File: src/rtl/mat_pkg.sv
// Shared types for the matrix cache and its command sequencer.
package mat_pkg;

    // Write controls understood by the matrix cache.
    typedef enum logic [2:0] {
        WRITE_DISABLE   = 3'd0,
        WRITE_ROW       = 3'd1,
        WRITE_COL       = 3'd2,
        WRITE_DIAG      = 3'd3,
        WRITE_TRANSPOSE = 3'd4
    } MatDataWriteOp_t;

    // Read controls understood by the matrix cache.
    typedef enum logic [1:0] {
        READ_ROW  = 2'd0,
        READ_COL  = 2'd1,
        READ_DIAG = 2'd2
    } MatDataReadOp_t;

    // Commands accepted by the sequencer.
    typedef enum logic [2:0] {
        LOAD_ROW   = 3'd0,
        LOAD_COL   = 3'd1,
        LOAD_DIAG  = 3'd2,
        STORE_ROW  = 3'd3,
        STORE_COL  = 3'd4,
        STORE_DIAG = 3'd5,
        TRANSPOSE  = 3'd6
    } MatSeqOp_t;

    // Sequencer states.
    typedef enum logic [1:0] {
        IDLE  = 2'd0,
        LOAD  = 2'd1,
        STORE = 2'd2,
        XPOSE = 2'd3
    } MatSeqState_t;

    function automatic logic is_load_op(input MatSeqOp_t op);
        return (op == LOAD_ROW) || (op == LOAD_COL) || (op == LOAD_DIAG);
    endfunction

    function automatic logic is_store_op(input MatSeqOp_t op);
        return (op == STORE_ROW) || (op == STORE_COL) || (op == STORE_DIAG);
    endfunction

    function automatic logic is_diag_op(input MatSeqOp_t op);
        return (op == LOAD_DIAG) || (op == STORE_DIAG);
    endfunction

    // Cache write control used for each accepted load beat.
    function automatic MatDataWriteOp_t load_write_op(input MatSeqOp_t op);
        case (op)
            LOAD_ROW:  return WRITE_ROW;
            LOAD_COL:  return WRITE_COL;
            LOAD_DIAG: return WRITE_DIAG;
            default:   return WRITE_DISABLE;
        endcase
    endfunction

    // Cache read control presented during a store.
    function automatic MatDataReadOp_t store_read_op(input MatSeqOp_t op);
        case (op)
            STORE_COL:  return READ_COL;
            STORE_DIAG: return READ_DIAG;
            default:    return READ_ROW;
        endcase
    endfunction

endpackage

File: src/rtl/mat_seq_counter.sv
// Beat counter for the sequencer: counts 0..WIDTH-1, wraps on the last beat.
module mat_seq_counter
    import mat_pkg::*;
#(
    parameter int WIDTH = 128,
    localparam int WA = (WIDTH > 1) ? $clog2(WIDTH) : 1
) (
    input  logic          clock,
    input  logic          reset,
    input  logic          clr,
    input  logic          en,
    output logic [WA-1:0] count,
    output logic          last
);

    assign last = (count == WA'(WIDTH - 1));

    // Clear wins over a beat; a beat on the last position wraps back to zero.
    always_ff @(posedge clock or posedge reset) begin
        if (reset) begin
            count <= '0;
        end else if (clr) begin
            count <= '0;
        end else if (en) begin
            count <= last ? '0 : count + 1'b1;
        end
    end

endmodule

File: src/rtl/mat_cache_seq.sv
// Command sequencer for the matrix cache: turns row/column/diagonal load and
// store commands into WIDTH-beat streams of cache controls, and transposes in
// a single cycle.
module mat_cache_seq
    import mat_pkg::*;
#(
    parameter int WIDTH      = 128,
    parameter int CACHE_SIZE = 4,
    localparam int WA = (WIDTH > 1) ? $clog2(WIDTH) : 1,
    localparam int CA = (CACHE_SIZE > 1) ? $clog2(CACHE_SIZE) : 1
) (
    input  logic            clock,
    input  logic            reset,
    input  logic            cmd_valid,
    output logic            cmd_ready,
    input  MatSeqOp_t       cmd_op,
    input  logic [CA-1:0]   cmd_addr1,
    input  logic [CA-1:0]   cmd_addr2,
    input  logic            in_valid,
    output logic            in_ready,
    output logic            out_valid,
    input  logic            out_ready,
    output MatDataWriteOp_t write_op,
    output logic [CA-1:0]   write_addr1,
    output logic [CA-1:0]   write_addr2,
    output logic [WA-1:0]   write_param,
    output MatDataReadOp_t  read_op,
    output logic [CA-1:0]   read_addr1,
    output logic [CA-1:0]   read_addr2,
    output logic [WA-1:0]   read_param,
    output logic            busy,
    output logic            done,
    output logic            cmd_err
);

    MatSeqState_t  state;
    MatSeqState_t  state_nxt;
    MatSeqOp_t     op_q;
    logic [CA-1:0] addr1_q;
    logic [CA-1:0] addr2_q;
    logic          done_q;
    logic          err_q;

    logic          accept;
    logic          bad_diag;
    logic          beat;
    logic [WA-1:0] beat_cnt;
    logic          beat_last;

    // A diagonal op needs two distinct slots; equal slots are rejected.
    assign bad_diag = is_diag_op(cmd_op) && (cmd_addr1 == cmd_addr2);

    mat_seq_counter #(
        .WIDTH (WIDTH)
    ) u_counter (
        .clock (clock),
        .reset (reset),
        .clr   (accept),
        .en    (beat),
        .count (beat_cnt),
        .last  (beat_last)
    );

    // State, latched command and the one-cycle status pulses.
    always_ff @(posedge clock or posedge reset) begin
        if (reset) begin
            state   <= IDLE;
            op_q    <= LOAD_ROW;
            addr1_q <= '0;
            addr2_q <= '0;
            done_q  <= 1'b0;
            err_q   <= 1'b0;
        end else begin
            state  <= state_nxt;
            done_q <= (state != IDLE) && (state_nxt == IDLE);
            err_q  <= accept && bad_diag;
            if (accept && !bad_diag) begin
                op_q    <= cmd_op;
                addr1_q <= cmd_addr1;
                addr2_q <= cmd_addr2;
            end
        end
    end

    // Next state and cache controls, straight from state, counter and handshakes.
    always_comb begin
        state_nxt = state;
        accept    = 1'b0;
        beat      = 1'b0;
        cmd_ready = 1'b0;
        in_ready  = 1'b0;
        out_valid = 1'b0;
        write_op  = WRITE_DISABLE;
        read_op   = READ_ROW;
        case (state)
            IDLE: begin
                cmd_ready = 1'b1;
                if (cmd_valid) begin
                    accept = 1'b1;
                    if (!bad_diag) begin
                        if (is_load_op(cmd_op)) begin
                            state_nxt = LOAD;
                        end else if (is_store_op(cmd_op)) begin
                            state_nxt = STORE;
                        end else if (cmd_op == TRANSPOSE) begin
                            state_nxt = XPOSE;
                        end
                    end
                end
            end
            LOAD: begin
                in_ready = 1'b1;
                if (in_valid) begin
                    beat     = 1'b1;
                    write_op = load_write_op(op_q);
                    if (beat_last) begin
                        state_nxt = IDLE;
                    end
                end
            end
            STORE: begin
                out_valid = 1'b1;
                read_op   = store_read_op(op_q);
                if (out_ready) begin
                    beat = 1'b1;
                    if (beat_last) begin
                        state_nxt = IDLE;
                    end
                end
            end
            XPOSE: begin
                write_op  = WRITE_TRANSPOSE;
                state_nxt = IDLE;
            end
            default: begin
                state_nxt = IDLE;
            end
        endcase
    end

    assign write_addr1 = addr1_q;
    assign write_addr2 = addr2_q;
    assign read_addr1  = addr1_q;
    assign read_addr2  = addr2_q;
    assign write_param = beat_cnt;
    assign read_param  = beat_cnt;
    assign busy        = (state != IDLE);
    assign done        = done_q;
    assign cmd_err     = err_q;

endmodule

File: config.mk
export PLATFORM = sky130hd
export DESIGN_NAME = mat_cache_seq
export DESIGN_NICKNAME = d
export VERILOG_FILES = /design/src/rtl/mat_pkg.sv /design/src/rtl/mat_seq_counter.sv /design/src/rtl/mat_cache_seq.sv
export SDC_FILE = /design/constraint.sdc
export NUM_CORES = 1
export LEC_CHECK = 0
export CAP_MARGIN = 20
export CORE_MARGIN = 3
export CORE_UTILIZATION = 46
export CTS_BUF_LIST = sky130_fd_sc_hd__clkbuf_4 sky130_fd_sc_hd__clkbuf_8 sky130_fd_sc_hd__clkbuf_16
export CTS_CLUSTER_DIAMETER = 150
export DETAILED_ROUTE_END_ITERATION = 6
export GPL_TIMING_DRIVEN = 1
export PLACE_DENSITY = 0.83
export SETUP_SLACK_MARGIN = 0.02
export SYNTH_ARGS = -nofsm -noshare
export SYNTH_HDL_FRONTEND = slang
export SYNTH_SLANG_ARGS = --single-unit
File: constraint.sdc
create_clock -name clock -period 3.3 [get_ports clock]
set_clock_uncertainty 0.05 [all_clocks]
set_input_delay 0.99 -clock clock [delete_from_list [all_inputs] [get_ports clock]]
set_output_delay 0.99 -clock clock [all_outputs]
set_load 0.005 [all_outputs]
==> results by group <==
Detailed routing
  – TritonRoute pass-1 iters: 4
  – Wirelength, routed: 3.103 mm
  – Drt drc: 0
  – Initial DRC count: 49
  – Avg WL per Cell: 16.86 um
  – Vias/cell: 5.902
  – Via count: 1086
  – Detail Route Antenna Nets: 0

Synthesis
  – Adder-cell share of the synthesized area: 5.405%
  – Synthesized flop and latch total: 18
  – Syn Nets: 137
  – Asr flop ratio synth: 100.0%
  – Mapped Area: 0.001157 mm^2
  – Netlist cell types: 38
  – Syn Area/Cell: 9.645 um^2
  – Post-synthesis mux area share: 6.811%
  – Simple-Gate Fraction of Synth Area: 21.08%
  – Most used DFF post-synth: dfrtp_1
  – Synthesized netlist cell count: 120
  – Combinational family with the most area after synthesis: simple AND/OR/NAND/NOR gates
  – Register area share after synthesis: 38.92%
  – Post-synth EDFFs: 0
  – XOR/XNOR Fraction of Synth Area: 4.541%
  – Yosys synthesis warning count: 0
  – Compound-gate portion of the synthesized area: 13.84%

Global routing
  – Grt total ovfl: 0
  – Vias in the first global route: 1043
  – First-pass GRT wire length: 5.037 mm
  – Pin count of the biggest net entering global routing: 19
  – Overall Global Routing Usage: 19.79%
  – Initial antenna violation count: 0

STA
  – Max Slew Vio Count: 0
  – F_max: 324.3 MHz
  – Clock period minus worst slack: 3083 ps
  – Setup TNS: 0 ps
  – Least-Margin Pin Slew: 683.3 ps
  – Share of the clock period used by the worst path: 93.43%
  – Max-slew headroom: 54.39%
  – Unrepaired setup endpoints after global routing: no
  – Final setup violation count: 0
  – Final hold violations: 0

CTS
  – Longest Clk Path Bufs: 2
  – Clk pin slew, worst setup/hold paths: 120 ps
  – H-tree Lvls: 1
  – CTS root buf: clkbuf_4
  – TritonCTS Sinks: 18
  – Post-CTS Setup Bufs: 0
  – Clk Latency, worst-skew pair: 310 ps
  – CTS Buf Count: 3
  – CTS tree: yes

Pwr
  – Static Leak: 0.6915 nW
  – PwrDens: 651.6 mW/mm^2
  – Worst vdd ir: 0.3840 mV

Floorplan
  – Die ar.: 0.003154 mm^2
  – Row cnt: 17
  – Ports: 45
  – Die Width: 56.16 um
  – Starting Density: 50.38%
  – Die Height: 56.16 um
  – Core area: 0.002297 mm^2

Cells and area
  – Area Overhead vs Synth: 37.19%
  – Cell area after layout: 0.001588 mm^2
  – Cell Count, Final, Fillers Out: 184
  – Ratio of cells with drive above 1 in the final layout: 10.90%
  – Nets@finish: 174
  – Ant. Diodes: 0

Setup path
  – Arr. time, crit path: 2040 ps
  – Worst EP required: 2260 ps
  – RR Startpoint: state[0]
  – Critical-path maximum fanout: 6
  – Worst Setup SP: state[0]
  – WS Path Type: flop to output pin
  – Internal reg-to-reg setup slack: 1320 ps
  – R2r endpoint: u_counter.count[0]
  – Cells on worst reg2reg path: 6
  – Endpoint class of the critical path: output pin
  – CP startpoint kind: flop
  – End point of the critical path: read_op[1]

Place
  – IO Port Bufs: 44
  – Number of instances in the placed design: 180
  – Placer Congestion: 0.8628
  – Final HPWL DP: 2.301 mm
  – Area of placed instances: 0.001550 mm^2

Flow run
  – Max_cap viols: 0

Run status
  – Status: finished, final reports clean

Worst hold path
  – Worst hold path type: flop to flop
[layout by cell type, fill, tap and decap left out, drive strengths merged, types with 2 or more instances in the layout]
cell type and count:
clkdlybuf4s50 42, dfrtp 18, nand2 11, mux2 7, nand3 6, nor2 6
xor2 5, inv 5, ha 5, a21oi 5, and3 4, o21ai 4
clkbuf 4, nor3 3, nand4 3, and2 2, a22o 2, a31oi 2
nand2b 2, nand3b 2, a211oi 2
[cell usage after synthesis (2+ instances only)]
cell type   n  area (um^2)
dfrtp_1    18        450.4
buf_4      11        82.58
nand2_1    11        41.29
mux2_2      7        78.83
nand3_1     6        30.03
ha_1        5        62.56
inv_1       5        18.77
nor2_1      5        18.77
xor2_1      5        43.79
a21oi_1     4        20.02
and3_1      3        18.77
nand4_1     3        18.77
nor3_1      3        15.01
o21ai_0     3        15.01
a211oi_1    2        15.01
a22o_1      2        17.52
a31oi_1     2        12.51
and2_1      2        12.51
clkbuf_1    2        7.510
nand2b_1    2        12.51
nand3b_1    2        15.01
[critical path, stage by stage, from the launching register on]
cell	delay (ps)
dfrtp_1	430
inv_1	180
ha_1	290
nand2_1	120
nor3b_1	190
clkdlybuf4s50_1	530
[cell families after synthesis]
group / Yosys count
mux: 7
buf+inv: 18
flops: 18
simple gates: 45
xor+xnor: 6
compound gates: 21
fa+ha+maj: 5
[layout make-up]
type / instances / area, um^2
clock buffer: 4 / 36.28
fill: 185 / 709.4
inverter: 5 / 18.77
multi-input combinational: 84 / 598.1
sequential: 18 / 450.4
tap: 28 / 35.03
timing repair buffer: 45 / 449.2
[how the worst min path moves through the flow]
stage / start / endpoint / slack (ps) / depth (start not counted)
CTS: read_addr2[1] / read_addr2[1] / 500 / 1
floorplan: op_q[2] / op_q[2] / 480 / 1
finish: read_addr2[1] / read_addr2[1] / 500 / 1
detailed placement: read_addr2[1] / read_addr2[1] / 470 / 1
global route: read_addr2[1] / read_addr2[1] / 520 / 1
global placement: read_addr2[0] / read_addr2[0] / 460 / 1
[routing by layer]
metal	global-route usage [%]	vias to the layer above	part of all wire (%)
li1	-	494	-
met5	0	-	0
met1	26.29	525	42
met2	33.89	57	50
met3	2.320	10	6.3
met4	5.085	0	1.5
[what timing repair did]
action,4_1_cts,5_1_grt
pin swaps,0,0
gates resized for setup,1,1
endpoints found under the hold margin,0,0
hold buffers,0,0
setup endpoints to repair,1,1
[metrics by stage]
step	worst slack (ps)	power [mW]	hold WS [ps]	utilization (%)
finish	216.7	1.035	499.3	69.12
global route	164.6	1.097	524.5	69.12
floorplan	1025	0.6457	479.2	-
global placement	45.21	0.8707	462.2	67.48
detailed placement	28.21	0.8953	473.2	67.48
CTS	29.38	1.037	499.2	69.01
[flip-flops by register name, summed over array words and instances (netlist names)]
signal           count
state                2
read_addr1           2
cmd_err              1
done                 1
op_q                 3
read_addr2           2
u_counter.count      7
[report_power, final]
group | internal [mW] | switching [mW]
registers | 0.289 | 0.0693
logic | 0.306 | 0.228
clock network | 0.0674 | 0.0757
No activity file was read; power rests on OpenSTA's default activity.
